`config.mk`:
```
export PLATFORM = sky130hd
export DESIGN_NAME = mem_fill_ctrl
export DESIGN_NICKNAME = d
export VERILOG_FILES = /design/src/rtl/mem_fill_ctrl.sv
export SDC_FILE = /design/constraint.sdc
export NUM_CORES = 1
export LEC_CHECK = 0
export BUFFER_PORTS_ARGS = -buffer_cell sky130_fd_sc_hd__buf_2
export CORE_UTILIZATION = 45
export CTS_BUF_LIST = sky130_fd_sc_hd__clkbuf_4
export DETAILED_ROUTE_END_ITERATION = 7
export MAX_ROUTING_LAYER = met4
export PLACE_DENSITY = 0.87
export SLEW_MARGIN = 10
export SYNTH_ARGS = -nofsm -noshare
export SYNTH_HDL_FRONTEND = slang
export SYNTH_SLANG_ARGS = --single-unit
```
`constraint.sdc`:
```
create_clock -name clk -period 1.4 [get_ports clk]
set_input_delay 0 -clock clk [delete_from_list [all_inputs] [get_ports clk]]
set_output_delay 0 -clock clk [all_outputs]
set_load 0.05 [all_outputs]
```
`src/rtl/mem_fill_ctrl.sv`:
```
// Block-fill / write-through initiator: owns the single-cycle memory port, streams an aligned
// block to the cache one word per cycle on a miss, or performs one word write.
module mem_fill_ctrl #(
  parameter int ADDR_WIDTH      = 16,
  parameter int WORDS_PER_BLOCK = 8,
  localparam int IDX_W          = $clog2(WORDS_PER_BLOCK)
) (
  input  logic                  clk,
  input  logic                  rst,
  input  logic                  miss_req,
  input  logic [ADDR_WIDTH-1:0] miss_addr,
  input  logic                  wr_req,
  input  logic [ADDR_WIDTH-1:0] wr_addr,
  input  logic [15:0]           wr_data,
  output logic                  busy,
  output logic                  done,
  output logic                  fill_valid,
  output logic [IDX_W-1:0]      fill_word_idx,
  output logic [ADDR_WIDTH-1:0] fill_addr,
  output logic [15:0]           fill_data,
  output logic [ADDR_WIDTH-1:0] mem_addr,
  output logic                  mem_enable,
  output logic                  mem_wr,
  output logic [15:0]           mem_data_in,
  input  logic [15:0]           mem_data_out
);

  typedef enum logic [1:0] {IDLE, FILL, WRITE} state_t;

  localparam logic [ADDR_WIDTH-1:0] BLK_MASK  = ADDR_WIDTH'((2 * WORDS_PER_BLOCK) - 1);
  localparam logic [IDX_W-1:0]      LAST_WORD = IDX_W'(WORDS_PER_BLOCK - 1);

  state_t                state;
  logic [IDX_W-1:0]      k;
  logic [ADDR_WIDTH-1:0] base;
  logic [ADDR_WIDTH-1:0] wr_addr_q;
  logic [15:0]           wr_data_q;
  logic [ADDR_WIDTH-1:0] cur_addr;

  // base is block aligned, so base + 2k never carries out of the block.
  assign cur_addr = base + ADDR_WIDTH'({k, 1'b0});
  assign busy     = (state != IDLE);

  always_ff @(posedge clk) begin
    if (rst) begin
      state         <= IDLE;
      k             <= '0;
      base          <= '0;
      wr_addr_q     <= '0;
      wr_data_q     <= '0;
      done          <= 1'b0;
      fill_valid    <= 1'b0;
      fill_word_idx <= '0;
      fill_addr     <= '0;
      fill_data     <= '0;
    end else begin
      done       <= 1'b0;
      fill_valid <= 1'b0;
      case (state)
        IDLE: begin
          if (wr_req) begin
            state     <= WRITE;
            wr_addr_q <= {wr_addr[ADDR_WIDTH-1:1], 1'b0};
            wr_data_q <= wr_data;
          end else if (miss_req) begin
            state <= FILL;
            base  <= miss_addr & ~BLK_MASK;
            k     <= '0;
          end
        end
        FILL: begin
          fill_data     <= mem_data_out;
          fill_addr     <= cur_addr;
          fill_word_idx <= k;
          fill_valid    <= 1'b1;
          k             <= k + 1'b1;
          if (k == LAST_WORD) begin
            done  <= 1'b1;
            state <= IDLE;
          end
        end
        WRITE: begin
          done  <= 1'b1;
          state <= IDLE;
        end
        default: state <= IDLE;
      endcase
    end
  end

  // Memory pins decode only from registered state so requests never reach them combinationally.
  always_comb begin
    mem_addr    = '0;
    mem_enable  = 1'b0;
    mem_wr      = 1'b0;
    mem_data_in = '0;
    case (state)
      FILL: begin
        mem_addr   = cur_addr;
        mem_enable = 1'b1;
      end
      WRITE: begin
        mem_addr    = wr_addr_q;
        mem_enable  = 1'b1;
        mem_wr      = 1'b1;
        mem_data_in = wr_data_q;
      end
      default: ;
    endcase
  end

endmodule

```
Yosys cells after proc, flatten, opt, wreduce, memory -nomap -nowiden

Index checks and enable logic that the tools add are counted.

$add $sub $neg: 2
$mul: 0
Div/mod/pow operators: 0
Order comparisons: 0
Equal/unequal tests: 7
Shift-type cells: 0
Multiplexer cells: 14
Bitwise gates (word level): 1
Reduce and logical (&&, ||, !) cells: 8

Operator list:

| kind                  | number |
|---|---|
| $pmux W16 S2          | 1 |
| $add A16 B4 Y16       | 1 |
| $mux W16              | 1 |
| $mux W2               | 3 |
| $mux W3               | 2 |
| $ne A2 B2 Y1 const B  | 3 |
| $pmux W3 S2           | 1 |
| $reduce_and A3 Y1     | 2 |
| $mux W1               | 4 |
| $pmux W2 S2           | 1 |
| $reduce_and A2 Y1     | 2 |
| $reduce_bool A2 Y1    | 2 |
| $add A3 B1 Y3 const B | 1 |
| $eq A3 B3 Y1 const B  | 1 |
| $ne A3 B3 Y1 const B  | 1 |
| $eq A2 B1 Y1 const B  | 1 |
| $eq A2 B2 Y1 const B  | 1 |
| $logic_not A2 Y1      | 1 |
| $pmux W1 S2           | 1 |
| $reduce_or A2 Y1      | 1 |
| $not A1 Y1            | 1 |

Flip-flop bits (word level): 85
Bits in latches: 0
RAM bits: 0
ROM bits: 0
Memories kept: 0

Longest topological paths before layout

Depth in word-level cells: 3
Mapped depth: 7
Mapped depth without buffers: 5

Least setup slack after synthesis

OpenSTA, ideal clock, no wires.

Path type: flip-flop to output port
Start point: reg state[0]
End point: out mem_addr[10]
Arrival time: 2450 ps
Required time: 1400 ps
Path slack: -1050 ps
Stages on the path, launching flop included: 6
Buffers on the path: 1
Path through: dfxtp_1 inv_1 ha_1 clkbuf_1 nand2_1 a21boi_0

Word-level cells in the longest chain between the ends: 2
Elaborated cells between the ends (all ways): 3
Those cells by class: eq/ne: 2; mux: 1

RTL lines:

| what                                                | RTL line | RTL |
|---|---|---|
| start: declaration                                  | 33       | `state_t state;` |
| start signal: assignment                            | 46       | `state <= IDLE;` |
| start signal: assignment                            | 62       | `state <= WRITE;` |
| start signal: assignment                            | 66       | `state <= FILL;` |
| $eq A2 B2 Y1 / $eq A2 B1 Y1 (equally long branches) | 97       | `case (state)` |
| $pmux W16 S2 (*)                                    | 97       |  |
| end: declaration                                    | 21       | `output logic [ADDR_WIDTH-1:0] mem_addr,` |

Mark *: on every way between the ends. The rest lies on a longest branch, timed or not.

Worst setup path after layout

Start point: reg state[0]
End point: out mem_addr[9]

The elaborated chain is that of the path after synthesis.

==> flow_metrics.tcl <==
set metrics [dict create \
    outcome "finished, violations left" \
    violations "negative setup slack" \
    ys.flop_type "dfxtp_1" \
    setup_ws_ps -255.6 \
    synth_area_sq_um 3341 \
    cts_buffers 9 \
    r2r_start "state[1]$_SDFFE_PP0P_" \
    htree_levels 3 \
    max-vdd-ir-drop_uv 651.5 \
    synth_edf_count 0 \
    rows 31 \
    diodes 0 \
    grt_max_degree 32 \
    area_growth_pct 68.28 \
    setup_violations 44 \
    die_x_um 88.16 \
    cap_violations 0 \
    fin_skew_ps 14.32 \
    cpPeakStageDelay_ps 400 \
    report.final.slew_viol_count 0 \
    grt_pass1_vias 3548 \
    core_sq_um 7214 \
    wl_um 11340 \
    hold_end "fill_data[14]$_SDFFE_PP0N_" \
    numPlacedInstances 615 \
    first_pass_iters 4 \
    drc 0 \
    synthCells 395 \
    hold_path.class "primary input to flip-flop" \
    rsz0062_at_grt "true" \
    synth_top_area_share_pct 48.54 \
    portBuffers 132 \
    cts.sinks 81 \
    ys_seq_area_share_pct 48.54 \
    p_leak_uw 0.002376 \
    min_period_over_period_pct 118.3 \
    synthArstFlopShare_pct 0 \
    postRouteAntennaNets 0 \
    dr.first_iter.drc_count 165 \
    r2r_slack_ps -50 \
    fin_crit_ps 1656 \
    tns_ps -6284 \
    drive_gt1_share_pct 38.84 \
    worst-path-stages 5 \
    cp_num_buf_inv 3 \
    crit_arrival_ps 1660 \
    grt_antenna_before_repair 0 \
    via_count 3564 \
    power_density_nw_per_um2 895.8 \
    min_path_cells 4 \
    min_from "mem_data_out[14]" \
    insertion_delay_ps 420 \
    via_per_inst 5.063 \
    avgSynthCellArea_sq_um 8.457 \
    place_congestion 0.8030 \
    r2r_end "fill_data[15]$_SDFFE_PP0N_" \
    fmax_ghz 0.6040 \
    detailed_place_hpwl_um 5922 \
    crit_required_ps 1400 \
    critical_path.endpoint_type "output port" \
    ys_seq_elements 81 \
    crit_path_max_fanout 8 \
    grt_use_total_pct 28.78 \
    start_kind "flip-flop" \
    holdWs_ps 352.4 \
    cts.clk_slew.worst_paths_ps 120 \
    wl_per_cell_um 16.11 \
    grt_pass1_wl_um 16290 \
    clock_path_buffers 2 \
    yosysTopAreaCell "dfxtp_1" \
    io_pins 140 \
    fin_util_pct 77.92 \
    yosysMostFrequentCell "nand2_1" \
    cts-root-buf "clkbuf_4" \
    overflow 0 \
    reg2regPathDepth 8 \
    start_util_pct 46.31 \
    crit_top_cell "buf_8" \
    critPathKind "flip-flop to output port" \
    critPathTopFamily "flip-flops" \
    synth_cell_types 27 \
    crit_chain "inv_4, ha_4, buf_8, a21boi_4, buf_8" \
    synth_area_leaders "dfxtp_1, nand2_1, a21oi_1" \
    hold_violations 0 \
    fp.dieH_um 88.16 \
    dieArea_sq_um 7772 \
    layout.cells.non_filler 704 \
    tritoncts "done" \
    final_nets 673 \
    synth_warnings 0 \
    synth_common_cells "nand2_1, dfxtp_1, a21oi_1" \
    cp_slowest_cell "dfxtp_4" \
]
==> stage by stage <==
| stage | total power (uW) | worst slack, ps | area, sq um |
|---|---|---|---|
| after CTS | 4906 | -241.6 | 5415 |
| after global routing | 5265 | -324.4 | 5622 |
| final | 5036 | -255.6 | 5622 |
| after global placement | 3528 | 57.74 | 4358 |
| after detailed placement | 3561 | 11.52 | 4358 |
| after floorplan | 3257 | 24.22 | 3557 |
==> how the worst max path moves through the flow <==
stage,from,end,slack [ps]
after CTS,state[0]$_SDFFE_PP0P_,mem_addr[15],-240
after global placement,state[1]$_SDFFE_PP0P_,mem_addr[15],60
final,state[0]$_SDFFE_PP0P_,mem_addr[9],-260
after detailed placement,state[1]$_SDFFE_PP0P_,mem_addr[12],10
after global routing,state[0]$_SDFFE_PP0P_,mem_addr[9],-320
after floorplan,state[1]$_SDFFE_PP0P_,mem_addr[11],20
==> power by group <==
| part | internal [uW] | total [uW] | switching [uW] | leakage, uW |
|---|---|---|---|---|
| Combinational | 680 | 1410 | 732 | 0.00166 |
| Clock | 344 | 1130 | 791 | 0.0000566 |
| Sequential | 2420 | 2490 | 69.5 | 0.000661 |
==> repair_timing <==
| action | CTS | global route |
|---|---|---|
| pin swaps | 3 | 13 |
| setup buffers | 4 | 5 |
| setup endpoints to repair | 35 | 73 |
| hold endpoints to repair | 61 | 0 |
| resized for setup | 83 | 33 |
| gates cloned | 1 | 2 |
| hold buffers | 62 | 0 |
==> layout by cell type, fill, tap and decap left out, drive strengths merged <==
cell type | synthesis | routed
buf | 21 | 161
nand2 | 118 | 118
dfxtp | 81 | 81
dlygate4sd3 | 0 | 62
a21oi | 61 | 61
nand2b | 19 | 19
and2 | 17 | 17
mux2i | 16 | 16
nor2 | 16 | 16
a21boi | 16 | 16
clkbuf | 11 | 11
ha | 5 | 5
clkinv | 0 | 5
clkinvlp | 0 | 3
inv | 3 | 2
a22o | 2 | 2
conb | 1 | 2
a211oi | 2 | 2
and3b | 1 | 1
nand3b | 1 | 1
nor2b | 1 | 1
mux2 | 1 | 1
nor3b | 1 | 1
a21o | 1 | 1
==> final cells by class <==
type / count / area (sq um)
clock buffer: 9 / 67.56
clock inverter: 7 / 37.54
fill: 489 / 1593
inverter: 3 / 20.02
multi-input combinational: 280 / 1809
sequential: 81 / 1627
tap: 99 / 123.9
timing repair buffer: 225 / 1937
==> layer usage <==
layer | part of all wire (%) | up-vias | global-route usage (%)
met5 | 0 | - | -
met4 | 4.3 | 0 | 13.49
met3 | 5.4 | 44 | 5.184
met2 | 54 | 173 | 53.43
met1 | 37 | 1664 | 28.92
li1 | - | 1683 | -
==> registers in the layout (all words and copies together), names as in the netlist, 2 cells and up <==
name / cells
k: 3
fill_word_idx: 2
fill_data: 16
wr_addr_q: 15
state: 2
base: 12
wr_data_q: 16
fill_addr: 13
==> cell families after synthesis <==
| family | after synthesis | synth area share (%) |
|---|---|---|
| AND/OR/NAND/NOR | 174 | 22.73 |
| AO/OA/AOI/OAI | 82 | 14.64 |
| flip-flops | 81 | 48.54 |
| buffers and inverters | 35 | 6.966 |
| multiplexers | 17 | 5.131 |
| adder cells (fa/ha/maj) | 5 | 1.873 |
| other | 1 | 0.1123 |
==> worst register-to-register path: cells and delay by family (launching register included) <==
kind	cells	cell delay, ps
adder cells (fa/ha/maj)	1	190
multiplexers	1	140
buffers and inverters	5	590
AND/OR/NAND/NOR	1	60
flip-flops	1	380
Note: power is estimated with default switching activity, not from simulation.
